File: src/rtl/sample_pkg.sv
// Shared sample type, gain constants and the effect-control FSM state encoding.
package sample_pkg;

    typedef struct packed {
        logic signed [15:0] lc;
        logic signed [15:0] rc;
    } sample_t;

    localparam int unsigned GAIN_WIDTH = 9;
    localparam logic [GAIN_WIDTH-1:0] GAIN_UNITY = 9'd256;

    typedef enum logic [1:0] {
        IDLE,
        FADE_OUT,
        MUTE,
        FADE_IN
    } eff_state_t;

    // Signed full-width product, arithmetic shift by 8, truncate: gain 256 is exact passthrough.
    function automatic logic signed [15:0] apply_gain(input logic signed [15:0] x,
                                                      input logic [GAIN_WIDTH-1:0] g);
        logic signed [25:0] p;
        p = $signed({{10{x[15]}}, x}) * $signed({17'b0, g});
        return 16'(p >>> 8);
    endfunction

endpackage

File: src/rtl/eff_debounce.sv
// Two-flop synchroniser followed by a candidate/stable debouncer for a switch vector.
module eff_debounce #(
    parameter int unsigned WIDTH        = 17,
    parameter int unsigned DEBOUNCE_CYC = 1000000
) (
    input  logic             clk,
    input  logic             rst,
    input  logic [WIDTH-1:0] raw,
    output logic [WIDTH-1:0] stable
);

    localparam int unsigned CW = (DEBOUNCE_CYC > 1) ? $clog2(DEBOUNCE_CYC) : 1;
    localparam logic [CW-1:0] CNT_LAST = CW'(DEBOUNCE_CYC - 1);

    logic [WIDTH-1:0] sync1_q, sync2_q;
    logic [WIDTH-1:0] cand_q, cand_d;
    logic [WIDTH-1:0] stable_q, stable_d;
    logic [CW-1:0]    cnt_q, cnt_d;

    always_comb begin
        cand_d   = cand_q;
        cnt_d    = cnt_q;
        stable_d = stable_q;
        if (sync2_q != cand_q) begin
            cand_d = sync2_q;
            cnt_d  = '0;
        end else if (cnt_q == CNT_LAST) begin
            // Counter saturates; candidate has been equal for DEBOUNCE_CYC cycles.
            stable_d = cand_q;
        end else begin
            cnt_d = cnt_q + CW'(1);
        end
    end

    always_ff @(posedge clk or posedge rst) begin
        if (rst) begin
            sync1_q  <= '0;
            sync2_q  <= '0;
            cand_q   <= '0;
            cnt_q    <= '0;
            stable_q <= '0;
        end else begin
            sync1_q  <= raw;
            sync2_q  <= sync1_q;
            cand_q   <= cand_d;
            cnt_q    <= cnt_d;
            stable_q <= stable_d;
        end
    end

    assign stable = stable_q;

endmodule

File: src/rtl/eff_ctrl.sv
// Effect-select controller: debounces switches and swaps the applied selection only while
// the output is muted, ramping the sample gain down and back up around each swap.
module eff_ctrl
    import sample_pkg::*;
#(
    parameter int unsigned DEBOUNCE_CYC = 1000000,
    parameter int unsigned HOLD_SAMPLES = 16
) (
    input  logic        clk,
    input  logic        rst,
    input  logic [15:0] sw_i,
    input  logic        en_i,
    output logic [15:0] sel_o,
    output logic        en_o,
    input  sample_t     data_i,
    input  logic        vld_i,
    output sample_t     data_o,
    output logic        vld_o,
    output logic        busy_o
);

    localparam int unsigned HW = (HOLD_SAMPLES > 1) ? $clog2(HOLD_SAMPLES) : 1;
    localparam logic [HW-1:0] HOLD_LAST = HW'(HOLD_SAMPLES - 1);
    localparam logic [GAIN_WIDTH-1:0] GAIN_TOP = GAIN_UNITY - 9'd1;

    logic [16:0] stable;

    eff_debounce #(
        .WIDTH        (17),
        .DEBOUNCE_CYC (DEBOUNCE_CYC)
    ) u_debounce (
        .clk    (clk),
        .rst    (rst),
        .raw    ({en_i, sw_i}),
        .stable (stable)
    );

    eff_state_t            state_q, state_d;
    logic [GAIN_WIDTH-1:0] gain_q, gain_d;
    logic [HW-1:0]         hold_q, hold_d;
    logic [15:0]           sel_q, sel_d;
    logic                  en_q, en_d;
    sample_t               data_q;
    logic                  vld_q;
    logic                  changed;

    assign changed = (stable != {en_q, sel_q});

    always_comb begin
        state_d = state_q;
        gain_d  = gain_q;
        hold_d  = hold_q;
        sel_d   = sel_q;
        en_d    = en_q;
        unique case (state_q)
            IDLE: begin
                gain_d = GAIN_UNITY;
                if (changed) state_d = FADE_OUT;
            end
            FADE_OUT: begin
                // A reversal from FADE_IN can arrive here already at zero gain.
                if (gain_q == '0) begin
                    state_d        = MUTE;
                    hold_d         = '0;
                    {en_d, sel_d}  = stable;
                end else if (vld_i) begin
                    gain_d = gain_q - 9'd1;
                    if (gain_q == 9'd1) begin
                        state_d       = MUTE;
                        hold_d        = '0;
                        {en_d, sel_d} = stable;
                    end
                end
            end
            MUTE: begin
                gain_d = '0;
                if (vld_i) begin
                    if (hold_q == HOLD_LAST) begin
                        hold_d = '0;
                        if (changed) {en_d, sel_d} = stable;
                        else         state_d = FADE_IN;
                    end else begin
                        hold_d = hold_q + HW'(1);
                    end
                end
            end
            FADE_IN: begin
                if (changed) begin
                    state_d = FADE_OUT;
                    if (vld_i && gain_q != '0) gain_d = gain_q - 9'd1;
                end else if (vld_i) begin
                    gain_d = gain_q + 9'd1;
                    if (gain_q == GAIN_TOP) state_d = IDLE;
                end
            end
            default: state_d = IDLE;
        endcase
    end

    always_ff @(posedge clk or posedge rst) begin
        if (rst) begin
            state_q <= IDLE;
            gain_q  <= GAIN_UNITY;
            hold_q  <= '0;
            sel_q   <= '0;
            en_q    <= 1'b0;
        end else begin
            state_q <= state_d;
            gain_q  <= gain_d;
            hold_q  <= hold_d;
            sel_q   <= sel_d;
            en_q    <= en_d;
        end
    end

    // Each sample is scaled by the gain in force before that sample's step.
    always_ff @(posedge clk or posedge rst) begin
        if (rst) begin
            data_q <= '0;
            vld_q  <= 1'b0;
        end else begin
            vld_q <= vld_i;
            if (vld_i) begin
                data_q.lc <= apply_gain(data_i.lc, gain_q);
                data_q.rc <= apply_gain(data_i.rc, gain_q);
            end
        end
    end

    assign sel_o  = sel_q;
    assign en_o   = en_q;
    assign data_o = data_q;
    assign vld_o  = vld_q;
    assign busy_o = (state_q != IDLE);

endmodule
File: config.mk
export PLATFORM = sky130hd
export DESIGN_NAME = eff_ctrl
export DESIGN_NICKNAME = d
export VERILOG_FILES = /design/src/rtl/sample_pkg.sv /design/src/rtl/eff_debounce.sv /design/src/rtl/eff_ctrl.sv
export SDC_FILE = /design/constraint.sdc
export NUM_CORES = 1
export LEC_CHECK = 0
export CORE_ASPECT_RATIO = 0.9
export CORE_MARGIN = 2
export CORE_UTILIZATION = 30
export CTS_CLUSTER_DIAMETER = 50
export CTS_CLUSTER_SIZE = 10
export DETAILED_ROUTE_END_ITERATION = 16
export SYNTH_ARGS = -nofsm -noshare
export SYNTH_HDL_FRONTEND = slang
export SYNTH_HIERARCHICAL = 1
export SYNTH_SLANG_ARGS = --single-unit
File: constraint.sdc
create_clock -name clk -period 8.9 [get_ports clk]
set_clock_uncertainty 0.05 [all_clocks]
set_input_delay 0.89 -clock clk [delete_from_list [all_inputs] [get_ports clk]]
set_output_delay 0.89 -clock clk [all_outputs]
set_load 0.02 [all_outputs]
* Word level (Yosys, flattened, before mapping) *
Cells that the tools add are included.
Widths: inputs -> output; s select.

word-level totals
  logic and storage cells = 92
  register bits after elaboration = 153

operators by class
  $add $sub $neg = 4
  bitwise logic cells = 1
  multipliers = 2
  reductions and logical operators = 11
  muxes and demuxes = 39
  equality and inequality tests = 22

operators by type and width
  cell                   number
  $mux 16                6
  $mul 16x10->24         2
  $mux 9                 5
  $mux 20                2
  $pmux 9 s4             1
  $ne 17x17->1           2
  $pmux 16 s2            1
  $add 20x1->20 const B  1
  $eq 20x20->1 const B   1
  $mux 2                 10
  $mux 4                 5
  $ne 3x3->1 const B     5
  $ne 2x2->1 const B     7
  $add 9x1->9 const B    1
  $eq 9x1->1 const B     1
  $eq 9x8->1 const B     1
  $logic_not 9->1        1
  $reduce_bool 9->1      1
  $sub 9x1->9 const B    1
  $pmux 2 s4             1
  $pmux 4 s2             1
  $reduce_and 4->1       2
  $reduce_and 8->1       1
  $mux 1                 6
  12 further kinds       14

* Longest topological paths before layout *
  depth in word-level cells = 5
  depth in mapped cells = 22

* By module *
Netlist, hierarchy kept.

modules (own cells, without submodules)
  module        cells each  times used  area an instance (um^2)
  eff_ctrl      1387        1           12748.5
  eff_debounce  236         1           3234.4

* Least setup slack after synthesis *
Ideal clock, no wire load.

  path type = in2reg
  start = input data_i[23] in the netlist's numbering
  end = register data_q (netlist bit data_o[30])
  path slack = 2.963 ns
  data arrival time = 5.762 ns
  data required time = 8.725 ns
  stages = 21
  path through = buf_1 nand2_1 fa_1 inv_1 fa_1 inv_1 fa_1 inv_1 fa_1 inv_1 fa_1 inv_1 ha_1 a21oi_1 o21ai_0 a22o_2 a41oi_4 o211ai_2 a41oi_1 xnor2_1 mux2_2

on the way
  longest elaborated chain between the ends = 1

ends and longest elaborated chain
  element         RTL line          source
  from (decl)     eff_ctrl.sv:15    input sample_t data_i,
  $mul 16x10->24  sample_pkg.sv:23  p = $signed({{10{x[15]}}, x}) * $signed({17'b0, g});
  to (decl)       eff_ctrl.sv:43    sample_t data_q;

Every way passes these cells.
A chain may end at the register's enable or synchronous reset.

* Worst setup path after layout *
  start = input data_i[7] in the netlist's numbering
  end = register data_q (netlist bit data_o[15])

Same word-level chain as after synthesis.

==> implementation parameters <==
Parameter                              Value

STA
  Final-layout setup total negative slack ... 0 ps
  RSZ-0062 raised after global routing ... no
  Max-Slew Margin vs Limit ... a little over a quarter
  Minimum clock period after layout ... approximately 6300 ps
  Number of failing setup endpoints in the final timing report ... 0
  Final hold violation count ... 0
  Final number of max-transition violations ... 0
  Worst slew pin tran ... 1104 ps
  Achievable Freq ... about 0.16 GHz
  Share of the clock period used by the worst path ... between 70% and 80%

Cells and area
  Area Overhead vs Synth ... 14.08%
  Filler Cell Count ... roughly 5300
  Count of nets after finishing ... between 2000 and 2500
  Layout cells sized above 1 ... roughly 6.2%

GRT
  Pin count of the biggest net entering global routing ... around 90
  Initial antenna violation count ... 5
  Vias in the first global route ... between 10000 and 15000
  Remaining global-route overflow ... 0
  First-pass GRT wire length ... 59260 um
  Overall global routing resource usage ... between 10% and 20%

Die
  Die ar. ... roughly 55000 um^2
  Die X ... 247.3 um
  Row count ... 80
  Effective utilization at floorplan ... between 30% and 40%
  Core Region ... 52850 um^2
  Die Height ... about 220 um
  I/O pins ... 103

CTS
  Clock Sink Count ... approximately 150
  Later-pin clock latency in the skew report ... approximately 460 ps
  Worst-case clock buffer depth ... 2
  H-tree levels ... 4
  Clock tree from TritonCTS ... built
  Number of post-CTS setup repair buffers ... 0
  Quantity of hold-fixing buffers added after cts ... 0
  Clock-pin transition on the worst setup and hold timing paths ... 70 ps
  Cell at the root of the clock tree ... sky130_fd_sc_hd__clkbuf_16
  Inserted Clock Buffers ... 17
  Resized Gates After CTS ... 0

Setup path
  Endpoint of the most critical setup path ... data_o[15]
  Cell with the largest stage delay on the worst path ... sky130_fd_sc_hd__clkdlybuf4s50_1
  Reg2reg end ... data_o[30]
  Critical path depth in cells ... 20
  FF-to-FF Start ... gain_q[1]
  Kind of start point of the critical path ... input pin
  Buf+Inv Stages, Crit Path ... 6
  Setup Crit Path Kind ... in2reg
  Delay contributed by the slowest stage of the critical path ... 680 ps
  Data arrival, critical path ... 6580 ps
  Critical-path maximum fanout ... 9
  Origin of the worst setup path ... data_i[7]
  Worst Reg-to-Reg Cells ... 21
  Cells traversed along the worst timing path ... clkdlybuf4s50_1 > nand2_1 > fa_1 > inv_1 > fa_1 > inv_1 > fa_1 > inv_1 > fa_1 > inv_1 > fa_1 > inv_1 > ha_1 > a21oi_1 > o21bai_1 > o311a_1 > o2111a_1 > nor3_1 > o21a_1 > o221ai_1
  R2R setup slack ... around 2600 ps
  Crit-path leading delay family ... adder cells
  Type of element capturing the critical path ... flip-flop
  Required @ worst endpoint ... approximately 9000 ps

Routing
  Wire length per cell after detailed routing ... roughly 14 um
  Drt via density ... between 4 and 5
  Post-route DRC violation count ... 0
  Number of iterations in the first detailed-routing pass ... 5
  Residual antenna-violating net count after detailed routing ... 0
  Iteration-0 DRC Markers ... 465
  Post-Route WL ... around 34000 um
  Overall via count from detail_route ... about 11000

Synthesis
  Async SR Flop Fraction ... 100.0%
  Post-synth top cells ... sky130_fd_sc_hd__inv_1, sky130_fd_sc_hd__fa_1, sky130_fd_sc_hd__nand2_1
  Ranking of synthesized cells by area ... sky130_fd_sc_hd__fa_1, sky130_fd_sc_hd__dfrtp_1, sky130_fd_sc_hd__ha_1, sky130_fd_sc_hd__inv_1, sky130_fd_sc_hd__and2_1
  Post-synth net total ... just over 2000
  Seq cells post-synth ... between 150 and 200
  Synth Flop Type ... sky130_fd_sc_hd__dfrtp_1
  Number of flops mapped to enable cells by yosys ... 0
  Seq/Total Area, Yosys ... a little under a quarter
  Netlist area before placement ... about 16000 um^2
  Number of standard cells after synthesis ... between 1500 and 2000
  Mean post-synth cell area ... 9.848 um^2
  Count of cell types in the netlist ... 73
  Share of the synthesized area in the top cell type ... 28.56%
  Synth warnings ... 6
  Most common cell in the netlist ... sky130_fd_sc_hd__inv_1
  Cell type with the highest aggregate area in the netlist ... sky130_fd_sc_hd__fa_1

Placed design
  Detail Placement HPWL ... roughly 27000 um
  Final GP Congestion ... ~0.8
  Port-buffer cells ... 102

Job
  Maximum capacitance violations ... 0

Outcome
  Status ... completed

Min path
  Class of the worst hold path ... reg2reg
## per-stage QoR
stage	utilization (%)	instances	setup slack [ps]	area [um^2]	hold slack, ps
after floorplan	-	1623	2963	15980	281.2
after global placement	33.33	2348	2258	17610	282.0
after detailed placement	33.33	2348	2125	17610	284.7
after CTS	34.50	2380	2555	18230	299.0
after global routing	34.50	2380	2229	18230	303.4
final	34.50	2381	2585	18230	296.4
## sequential cells by signal, summed over array words and instances (netlist names)
name	cells
data_o	32
en_o	1
gain_q	9
hold_q	4
sel_o	16
state_q	2
u_debounce/cand_q	17
u_debounce/cnt_q	20
u_debounce/stable	17
u_debounce/sync1_q	17
u_debounce/sync2_q	17
vld_o	1
## per-layer routing
layer | vias to the layer above | track usage, % | share of wire (%) | wire (um)
met5 | - | 0 | 0.16 | 55
met4 | 8 | 3.361 | 1.5 | 530
met3 | 34 | 3.080 | 4.9 | 1693
met2 | 186 | 22.50 | 48 | 16560
met1 | 5507 | 17.88 | 45 | 15550
li1 | 5095 | - | - | -
## final cells by class
type	instances	area, um^2	share of cell area [%]
Multi-Input combinational cell	1085	10690	58.60
Inverter	300	1129	6.190
Antenna cell	1	2.502	0.01372
Sequential cell	153	3830	21.00
Clock inverter	12	160.2	0.8783
Clock buffer	20	456.7	2.505
Timing Repair Buffer	113	1099	6.025
Tap cell	697	872.1	4.783
## worst register-to-register path, delay by kind of cell, from the launching register on
kind | cells | cell delay [ps]
fa+ha+maj | 6 | 2820
simple gates | 1 | 140
flops | 1 | 770
mux | 1 | 260
buf+inv | 6 | 640
compound gates | 6 | 1400
xor+xnor | 1 | 100
## cell usage in the layout, fill, tap and decap left out, types with 33 or more instances in the layout
cell	instances
sky130_fd_sc_hd__dfrtp_1	152
sky130_fd_sc_hd__and2_1	135
sky130_fd_sc_hd__xnor2_1	72
sky130_fd_sc_hd__clkdlybuf4s50_1	101
sky130_fd_sc_hd__fa_1	228
sky130_fd_sc_hd__nor2_1	42
sky130_fd_sc_hd__nand2_1	194
sky130_fd_sc_hd__mux2_2	33
sky130_fd_sc_hd__ha_1	111
sky130_fd_sc_hd__inv_1	298
## worst min-delay path by stage
stage               depth (start not counted)                    end             startpoint
floorplan                                   0  u_debounce/sync2_q[0]  u_debounce/sync1_q[0]
global placement                            0  u_debounce/sync2_q[7]  u_debounce/sync1_q[7]
detailed placement                          0  u_debounce/sync2_q[0]  u_debounce/sync1_q[0]
CTS                                         0  u_debounce/sync2_q[6]  u_debounce/sync1_q[6]
global route                                0  u_debounce/sync2_q[1]  u_debounce/sync1_q[1]
finish                                      0  u_debounce/sync2_q[6]  u_debounce/sync1_q[6]
## cells by family after synthesis
family | share of synthesized area (%)
adders and majority gates | 37.25
muxes | 4.032
xor gates and xnor gates | 4.822
DFF | 23.96
buffers and inverters | 9.183
and+or+nand+nor | 15.23
AOI/OAI and AO/OA | 5.527
Power is not shown: default switching activity piles up to over one toggle a cycle in this logic, so the estimate is an artifact.
